--- src/rtl/multi_channel_clock_divider_if.sv ---
// Configuration port of the multi-channel divider: one retune request per handshake,
// with a one-cycle error strobe for out-of-range channel numbers.
interface multi_channel_clock_divider_if #(
    parameter int WIDTH = 32,
    parameter int CHW   = 2
);
    logic             cfg_valid;
    logic             cfg_ready;
    logic [CHW-1:0]   cfg_channel;
    logic [WIDTH-1:0] cfg_increment;
    logic             cfg_sync;
    logic             cfg_error;

    modport master (
        output cfg_valid, cfg_channel, cfg_increment, cfg_sync,
        input  cfg_ready, cfg_error
    );

    modport slave (
        input  cfg_valid, cfg_channel, cfg_increment, cfg_sync,
        output cfg_ready, cfg_error
    );
endinterface

--- src/rtl/multi_channel_clock_divider.sv ---
// Multi-channel phase-accumulator divider: per-channel MSB slow clock and wrap tick,
// with run-time increment retune applied at the target's next wrap or immediately with phase sync.
module multi_channel_clock_divider_lane #(
    parameter int               WIDTH       = 32,
    parameter logic [WIDTH-1:0] DEFAULT_INC = '0
) (
    input  logic             clk,
    input  logic             reset,
    input  logic             en,
    input  logic             load,
    input  logic             sync_clr,
    input  logic [WIDTH-1:0] inc_new,
    output logic             slow_clk,
    output logic             tick,
    output logic             wrap,
    output logic             inc_zero
);
    logic [WIDTH-1:0] acc_q, acc_d, inc_q, inc_d;
    logic             tick_q, tick_d;
    logic [WIDTH:0]   sum;

    always_comb begin
        sum    = {1'b0, acc_q} + {1'b0, inc_q};
        acc_d  = en ? sum[WIDTH-1:0] : '0;
        tick_d = en & sum[WIDTH];
        inc_d  = inc_q;
        if (load) begin
            inc_d = inc_new;
            // A synced retune restarts the phase and swallows this edge's tick.
            if (sync_clr) begin
                acc_d  = '0;
                tick_d = 1'b0;
            end
        end
    end

    always_ff @(posedge clk) begin
        if (reset) begin
            acc_q  <= '0;
            inc_q  <= DEFAULT_INC;
            tick_q <= 1'b0;
        end else begin
            acc_q  <= acc_d;
            inc_q  <= inc_d;
            tick_q <= tick_d;
        end
    end

    assign slow_clk = acc_q[WIDTH-1];
    assign tick     = tick_q;
    assign wrap     = en & sum[WIDTH];
    assign inc_zero = (inc_q == '0);
endmodule

module multi_channel_clock_divider #(
    parameter int          WIDTH        = 32,
    parameter int          CHANNELS     = 4,
    parameter int          FREQUENCY_IN = 50000000,
    parameter int          DEFAULT_FREQ = 1,
    parameter logic [63:0] DEFAULT_INC  =
        (((64'd1 << WIDTH) * 64'(DEFAULT_FREQ)) - 64'd1) / 64'(FREQUENCY_IN) + 64'd1
) (
    input  logic                         clk,
    input  logic                         reset,
    input  logic [CHANNELS-1:0]          enable,
    multi_channel_clock_divider_if.slave cfg,
    output logic [CHANNELS-1:0]          slowClk,
    output logic [CHANNELS-1:0]          tick
);
    localparam int               CHW   = (CHANNELS > 1) ? $clog2(CHANNELS) : 1;
    localparam logic [WIDTH-1:0] DEF_W = DEFAULT_INC[WIDTH-1:0];

    typedef enum logic {IDLE, PENDING} state_e;

    state_e           state_q, state_d;
    logic [CHW-1:0]   ch_q, ch_d;
    logic [WIDTH-1:0] new_inc_q, new_inc_d;
    logic             sync_q, sync_d;
    logic             ready_q, ready_d;
    logic             error_q, error_d;
    logic             bad_ch;

    logic [CHANNELS-1:0] wrap, inc_zero, apply;

    // Only a non-power-of-two channel count leaves unused channel codes.
    if ((1 << CHW) > CHANNELS) begin : g_chk
        localparam logic [CHW-1:0] LAST = CHW'(CHANNELS - 1);
        assign bad_ch = (cfg.cfg_channel > LAST);
    end else begin : g_nochk
        assign bad_ch = 1'b0;
    end

    for (genvar i = 0; i < CHANNELS; i++) begin : g_lane
        assign apply[i] = (state_q == PENDING) && (ch_q == CHW'(i)) &&
                          (sync_q || !enable[i] || inc_zero[i] || wrap[i]);

        multi_channel_clock_divider_lane #(
            .WIDTH       (WIDTH),
            .DEFAULT_INC (DEF_W)
        ) u_lane (
            .clk      (clk),
            .reset    (reset),
            .en       (enable[i]),
            .load     (apply[i]),
            .sync_clr (sync_q),
            .inc_new  (new_inc_q),
            .slow_clk (slowClk[i]),
            .tick     (tick[i]),
            .wrap     (wrap[i]),
            .inc_zero (inc_zero[i])
        );
    end

    always_comb begin
        state_d   = state_q;
        ch_d      = ch_q;
        new_inc_d = new_inc_q;
        sync_d    = sync_q;
        ready_d   = ready_q;
        error_d   = 1'b0;
        case (state_q)
            IDLE: begin
                if (cfg.cfg_valid) begin
                    if (bad_ch) begin
                        error_d = 1'b1;
                    end else begin
                        state_d   = PENDING;
                        ch_d      = cfg.cfg_channel;
                        new_inc_d = cfg.cfg_increment;
                        sync_d    = cfg.cfg_sync;
                        ready_d   = 1'b0;
                    end
                end
            end
            PENDING: begin
                if (|apply) begin
                    state_d = IDLE;
                    ready_d = 1'b1;
                end
            end
            default: begin
                state_d = IDLE;
                ready_d = 1'b1;
            end
        endcase
    end

    always_ff @(posedge clk) begin
        if (reset) begin
            state_q   <= IDLE;
            ch_q      <= '0;
            new_inc_q <= '0;
            sync_q    <= 1'b0;
            ready_q   <= 1'b1;
            error_q   <= 1'b0;
        end else begin
            state_q   <= state_d;
            ch_q      <= ch_d;
            new_inc_q <= new_inc_d;
            sync_q    <= sync_d;
            ready_q   <= ready_d;
            error_q   <= error_d;
        end
    end

    assign cfg.cfg_ready = ready_q;
    assign cfg.cfg_error = error_q;
endmodule
--- src/flat_wrapper.sv ---
// flat-port wrapper written by rule: the top's interface ports become plain ports
module multi_channel_clock_divider_flat 
#(
    parameter int          WIDTH        = 32,
    parameter int          CHANNELS     = 4,
    parameter int          FREQUENCY_IN = 50000000,
    parameter int          DEFAULT_FREQ = 1,
    parameter logic [63:0] DEFAULT_INC  =
        (((64'd1 << WIDTH) * 64'(DEFAULT_FREQ)) - 64'd1) / 64'(FREQUENCY_IN) + 64'd1
)
  (clk, reset, enable, slowClk, tick, cfg_cfg_valid, cfg_cfg_channel, cfg_cfg_increment, cfg_cfg_sync, cfg_cfg_ready, cfg_cfg_error);
  multi_channel_clock_divider_if #(.WIDTH(WIDTH)) cfg_i ();
  input  logic clk;
  input  logic reset;
  input  logic [CHANNELS-1:0] enable;
  output logic [CHANNELS-1:0] slowClk;
  output logic [CHANNELS-1:0] tick;
  input wire logic [$bits(cfg_i.cfg_valid)-1:0] cfg_cfg_valid;
  input wire logic [$bits(cfg_i.cfg_channel)-1:0] cfg_cfg_channel;
  input wire logic [$bits(cfg_i.cfg_increment)-1:0] cfg_cfg_increment;
  input wire logic [$bits(cfg_i.cfg_sync)-1:0] cfg_cfg_sync;
  output wire logic [$bits(cfg_i.cfg_ready)-1:0] cfg_cfg_ready;
  output wire logic [$bits(cfg_i.cfg_error)-1:0] cfg_cfg_error;
  assign cfg_i.cfg_valid = cfg_cfg_valid;
  assign cfg_i.cfg_channel = cfg_cfg_channel;
  assign cfg_i.cfg_increment = cfg_cfg_increment;
  assign cfg_i.cfg_sync = cfg_cfg_sync;
  assign cfg_cfg_ready = cfg_i.cfg_ready;
  assign cfg_cfg_error = cfg_i.cfg_error;
  multi_channel_clock_divider #(.WIDTH(WIDTH), .CHANNELS(CHANNELS), .FREQUENCY_IN(FREQUENCY_IN), .DEFAULT_FREQ(DEFAULT_FREQ), .DEFAULT_INC(DEFAULT_INC)) u_core (.clk(clk), .reset(reset), .enable(enable), .cfg(cfg_i), .slowClk(slowClk), .tick(tick));
endmodule
--- config.mk ---
export PLATFORM = sky130hd
export DESIGN_NAME = multi_channel_clock_divider_flat
export DESIGN_NICKNAME = d
export VERILOG_FILES = /design/src/rtl/multi_channel_clock_divider_if.sv /design/src/rtl/multi_channel_clock_divider.sv /design/src/flat_wrapper.sv
export SDC_FILE = /design/constraint.sdc
export NUM_CORES = 1
export LEC_CHECK = 0
export CORE_ASPECT_RATIO = 1.5
export CORE_MARGIN = 2
export CORE_UTILIZATION = 60
export DETAILED_ROUTE_END_ITERATION = 8
export GPL_TIMING_DRIVEN = 1
export PLACE_DENSITY = 0.85
export SETUP_SLACK_MARGIN = 0.15
export SLEW_MARGIN = 20
export SYNTH_ARGS = -nofsm -noshare
export SYNTH_HDL_FRONTEND = slang
export SYNTH_HIERARCHICAL = 1
export SYNTH_SLANG_ARGS = --single-unit
--- constraint.sdc ---
create_clock -name clk -period 4.55 [get_ports clk]
set_clock_uncertainty 0.1 [all_clocks]
set_input_delay 1.1375 -clock clk [delete_from_list [all_inputs] [get_ports clk]]
set_output_delay 1.1375 -clock clk [all_outputs]
set_load 0.02 [all_outputs]
[Word-level counts from Yosys, hierarchy flattened]
Index checks and enable logic that the tools add are counted.
W data, S select, Z words.
Operators by class
  add/sub/neg operators: 4
  equal/unequal tests: 5
  multiplexer cells: 26
  bitwise logic cells: 5
  reduce and logical (&&, ||, !) cells: 32
Operators by type and width (number)
  $mux W32: 12
  $add A32 B32 Y33: 4
  $logic_not A32 Y1: 4
  $logic_or A1 B1 Y1: 12
  $mux W1: 12
  $logic_and A1 B1 Y1: 8
  $and A1 B1 Y1: 4
  $eq A2 B2 Y1 const B: 2
  $logic_not A1 Y1: 4
  $ne A2 B2 Y1 const B: 2
  $pmux W1 S2: 2
  $reduce_and A2 Y1: 2
  $reduce_or A4 Y1: 1
  $eq A2 B1 Y1 const B: 1
  $logic_not A2 Y1: 1
  $not A1 Y1: 1
Storage, ports and cells
  flip-flop bits (word level): 297
  bits of input ports: 42
  output and inout port bits: 10
  word-level logic and storage cells: 89

[Logic depth before layout (Yosys ltp)]
  word-level depth: 8
  depth in mapped cells: 20
  mapped depth without buffers: 19

[By module]
Netlist, hierarchy kept.
By module, submodules not included
  multi_channel_clock_divider_lane (u_core.g_lane[1].u_lane ...): times used 3, cells an instance 443, area an instance 3819.9 um^2, seq. area each 1301.2 um^2
  multi_channel_clock_divider_lane (u_core.g_lane[0].u_lane): times used 1, cells an instance 463, area an instance 3935.0 um^2, seq. area each 1301.2 um^2
  multi_channel_clock_divider: times used 1, cells an instance 171, area an instance 1357.6 um^2, seq. area each 740.7 um^2

[Worst setup path after synthesis]
OpenSTA, ideal clock, no wires.
  path kind: register to register
  start point: register u_core.g_lane[1].u_lane.inc_q[0]
  end point: register u_core.g_lane[1].u_lane.acc_q[31]
  setup time: 116 ps
  arrival time: 3714 ps
  data required time: 4334 ps
  slack: 620 ps
  stages on the path, launching flop included: 20
  buffers on the path: 2
  period minus slack after synthesis: 3930 ps
  cell sequence: dfxtp_1 > ha_1 > inv_1 > fa_1 > nor2b_4 > o31a_4 > o211ai_1 > a211oi_1 > a21oi_1 > o21ai_0 > and2_1 > nor4b_2 > nor4bb_1 > clkbuf_1 > nand2_1 > and3_1 > clkbuf_1 > nand4_1 > o221ai_1 > a31o_2
On the way
  longest elaborated chain between the ends: 5
  elaborated cells on any way between the ends: 9
  classes of those cells: 1 x add/sub; 3 x mux; 1 x bitwise; 4 x reduce/logical
RTL lines
  from (decl): RTL line multi_channel_clock_divider.sv:18  | logic [WIDTH-1:0] acc_q, acc_d, inc_q, inc_d;
  from (signal assigned): RTL line multi_channel_clock_divider.sv:44  | inc_q <= inc_d;
  $add A32 B32 Y33: RTL line multi_channel_clock_divider.sv:23  | sum = {1'b0, acc_q} + {1'b0, inc_q};
  $and A1 B1 Y1: RTL line multi_channel_clock_divider.sv:51  | assign wrap = en & sum[WIDTH];
  via u_core.wrap[1]: RTL line multi_channel_clock_divider.sv:83  | logic [CHANNELS-1:0] wrap, inc_zero, apply;
  $logic_or A1 B1 Y1: RTL line multi_channel_clock_divider.sv:95  | (sync_q || !enable[i] || inc_zero[i] || wrap[i]);
  $logic_and A1 B1 Y1: RTL line multi_channel_clock_divider.sv:94  | assign apply[i] = (state_q == PENDING) && (ch_q == CHW'(i)) &&
  via u_core.apply[1]: RTL line multi_channel_clock_divider.sv:83
  $mux W32: RTL line multi_channel_clock_divider.sv:27  | if (load) begin
  to (signal assigned): RTL line multi_channel_clock_divider.sv:39  | acc_q <= '0;
  to (signal assigned): RTL line multi_channel_clock_divider.sv:43  | acc_q <= acc_d;
  to (decl): RTL line multi_channel_clock_divider.sv:18
The timed path passes the listed nets, and every way through them passes these cells.
A chain may end at the register's enable or synchronous reset.

[Final worst setup path]
  start point: register u_core.g_lane[1].u_lane.inc_q[0]
  end point: register u_core.ready_q (netlist: u_core/cfg.cfg_ready)
On the way
  longest elaborated chain between the ends: 7
  elaborated cells on any way between the ends: 9
  classes of those cells: 1 x add/sub; 1 x eq/ne; 1 x bitwise; 6 x reduce/logical
RTL lines
  $add A32 B32 Y33: RTL line multi_channel_clock_divider.sv:23
  $and A1 B1 Y1: RTL line multi_channel_clock_divider.sv:51
  via u_core.wrap[1]: RTL line multi_channel_clock_divider.sv:83
  $logic_or A1 B1 Y1: RTL line multi_channel_clock_divider.sv:95
  $logic_and A1 B1 Y1: RTL line multi_channel_clock_divider.sv:94
  via u_core.apply[1]: RTL line multi_channel_clock_divider.sv:83
  $reduce_or A4 Y1: RTL line multi_channel_clock_divider.sv:136  | if (|apply) begin
  $ne A2 B2 Y1 (no source line)
  $reduce_and A2 Y1 (no source line)
  to (signal assigned): RTL line multi_channel_clock_divider.sv:161  | ready_q <= ready_d;
  to (decl): RTL line multi_channel_clock_divider.sv:79  | logic ready_q, ready_d;
The timed path passes the listed nets, and every way through them passes these cells.

==> metrics <==
Yosys top cell area share 35.5%; sequential fraction of design power 48.2%; top-count cell post-synth dfxtp_1; Worst Setup End Kind flop; drt wl/cell 19.6 um; Crit Path Class flop to flop; clock share of power 44.9%; Worst R2R Start u_core/g_lane[1].u_lane/inc_q[0]; Lkg Pwr 7.07 nW; Final Wtd Congestion 0.945; Placement Rows 74; cts bufs inserted 28; Post-Route WL 46.0 mm; flops & latches, synth 297; slowest stage cell, crit path a2111o_1; Worst EP required 4.89 ns; first drt pass iteration count 5; most instantiated cells after synthesis 297 x dfxtp_1, 270 x nor2_1, 197 x a21oi_1; worst rel slew slack 46.3%; filler cell count 2103; post-cts sizing count 0; CP Launch Type flop; Total GRT Usage 30.6%; Initial Utilization 61.3%; GRT overflow 0; Worst Hold Class flop to flop; PwrDens 307 mW/mm^2; clock sink count 297; Synth Net Count 2137; worst path arrival time 4.52 ns; # DRC 0; RSZ-0062 raised after global routing no; DIE HEIGHT 209 um; Synth Flop Type dfxtp_1; Critical Path Most Common Cell buf_4; Synth-to-Final Area Change 10.3%; power share of the combinational group 6.9%; Slew Viols, Final 0; Yosys warnings 6; Peak Freq 0.239 GHz; share of layout cells above drive strength 1 6.64%; Mapped Avg Cell Area 8.53 um^2; largest net degree at the start of global routing 58; Hold EP u_core/g_lane[0].u_lane/inc_q[0]; Sw Share 24.2%; initial antenna violation count 0; CTS HTree Levels 1; Skew-Pair Late Insertion Delay 0.57 ns; library cells used by synthesis 77; CP cell instances ha_1 > inv_1 > fa_1 > nor2b_4 > o31a_4 > o211ai_1 > a211oi_1 > buf_4 > a21oi_1 > o21ai_0 > and2_1 > nor4b_2 > nor4bb_4 > buf_4 > or3_1 > a2111o_1; internal power 4.30 mW; CTS max path bufs 3; dominant cell type by area after synthesis dfxtp_1; Final ANT Viol Nets 0; DPL Wire Length 33.2 mm; die area 0.0293 mm^2; outcome finished, final reports clean; Final TNS setup 0 ns; post-synthesis cell area 0.0168 mm^2; final worst setup slack 0.367 ns; Die Width 140 um; max incr delay on CP 0.39 ns; Via Count 14900; I/O pin cnt 52; Via-to-Cell Ratio 6.34; DR iter-0 viols 1018; worst-margin pin slew 0.801 ns; Register Area 0.00595 mm^2; hold path start u_core/g_lane[0].u_lane/inc_q[0]; CP max FO 20; final-report hold violation count 0; antenna cells 0; final instance area 0.0185 mm^2; post-placement cell area 0.0175 mm^2; FF-to-FF path depth 16; PortBufs 50; peak supply drop 0.330 mV; WHS Path Cells 2; Net Sw Power 1.37 mW; Worst R2R Setup Slack 0.37 ns; Post-Syn Instances 1963; Synth async-reset ratio 0%; DP Worst Slack 0.492 ns; Clock Tree Root clkbuf_16; number of max-cap violations 0; Reg clk slew, reported paths 0.06 ns; Post-synth EDFFs 0; Reg-to-Reg End u_core/cfg.cfg_ready; number of nets in the layout 2156; Tcrit/Tclk final 91.9%; Synth area leaders dfxtp_1 35%, ha_1 9.6%, mux2i_1 8.1%; vias in the first global route 14700; crit path time final 4.18 ns; CTS tree built; post-synthesis sequential area ratio 35.5%; final setup violation count 0; Core Box Area 0.0273 mm^2; WHS 0.440 ns; first-pass GRT wire length 73.0 mm; Multi-input gate area 0.0103 mm^2
## critical path, delay by kind of cell, from the launching register on
| family | cells | cell delay [ns] |
|---|---|---|
| fa+ha+maj | 2 | 0.42 |
| flops | 1 | 0.33 |
| buf+inv | 3 | 0.49 |
| compound gates | 6 | 1.63 |
| simple gates | 5 | 1.05 |
## power groups by stage
stage	Clock (mW)	Combinational [mW]	Sequential [mW]
finish	2.55	0.392	2.74
global route	2.67	0.426	2.74
CTS	2.57	0.385	2.73
detailed placement	0	0.380	2.79
global placement	0	0.369	2.79
floorplan	0	0.276	2.74
## cell type report
type | instances | share of cell area (%)
Tap cell | 342 | 2.32
Clock inverter | 14 | 1.04
Sequential cell | 297 | 32.2
Clock buffer | 36 | 4.40
Timing Repair Buffer | 68 | 3.49
Inverter | 38 | 0.772
Multi-Input combinational cell | 1549 | 55.8
## sequential cells by signal (all words and copies together), names as in the netlist
register                    count
u_core/cfg.cfg_ready            1
u_core/new_inc_q               32
u_core/state_q                  1
u_core/sync_q                   1
u_core/g_lane.u_lane/acc_q    128
u_core/g_lane.u_lane/tick       4
u_core/ch_q                     2
u_core/g_lane.u_lane/inc_q    128
## routing by layer
metal	part of all wire, %	up-vias	GRT usage (%)
met1	38	7027	34.3
li1	-	7103	-
met4	6.9	0	19.7
met2	49	564	54.9
met3	5.9	178	3.28
met5	0	-	0
## how the worst max path moves through the flow
stage,cells after the start,end,from
2_1_floorplan,19,u_core/g_lane[1].u_lane/acc_q[31],u_core/g_lane[1].u_lane/inc_q[0]
3_3_place_gp,19,u_core/g_lane[3].u_lane/acc_q[31],u_core/g_lane[3].u_lane/inc_q[0]
3_5_place_dp,17,u_core/g_lane[0].u_lane/acc_q[17],u_core/g_lane[0].u_lane/inc_q[0]
4_1_cts,17,u_core/g_lane[0].u_lane/acc_q[17],u_core/g_lane[0].u_lane/inc_q[0]
5_1_grt,19,u_core/g_lane[3].u_lane/acc_q[31],u_core/g_lane[3].u_lane/inc_q[0]
6_report,16,u_core/cfg.cfg_ready,u_core/g_lane[1].u_lane/inc_q[0]
## what timing repair did
action	CTS	global route
setup endpoints to repair	0	1
hold buffers	0	0
buffers inserted	0	1
## through the flow
| step | util (%) | instances | power, mW |
|---|---|---|---|
| floorplan | - | 1963 | 3.02 |
| global placement | 63.9 | 2293 | 3.16 |
| detailed placement | 63.9 | 2293 | 3.17 |
| CTS | 67.6 | 2343 | 5.69 |
| global route | 67.6 | 2344 | 5.83 |
| finish | 67.6 | 2344 | 5.68 |
## cell usage in the layout (no fill, tap or decap), types with 14 or more instances in the layout
cell and instances:
clkdlybuf4s50_1 49, o21a_1 36, nand4_1 40, ha_1 128
nor3_1 33, nand2b_1 22, nand2_1 195, xnor2_1 35
and2_1 14, a21oi_1 197, nand3_1 40, o21ai_0 81
dfxtp_1 297, mux2i_1 136, inv_1 38, nor4_1 34
xor2_1 37, o211ai_1 25, nor2_1 270, clkbuf_16 29
and3_1 20, a21o_1 18, buf_4 18, a211oi_1 16
## cells by family after synthesis
| logic type | synth area share [%] |
|---|---|
| muxes | 8.13 |
| AOI/OAI and AO/OA | 18.9 |
| buffers and inverters | 3.17 |
| DFF | 35.5 |
| other | 0.0224 |
| xor gates and xnor gates | 3.76 |
| adders and majority gates | 10.0 |
| and+or+nand+nor | 20.5 |
Note: power is estimated with default switching activity, not from simulation.
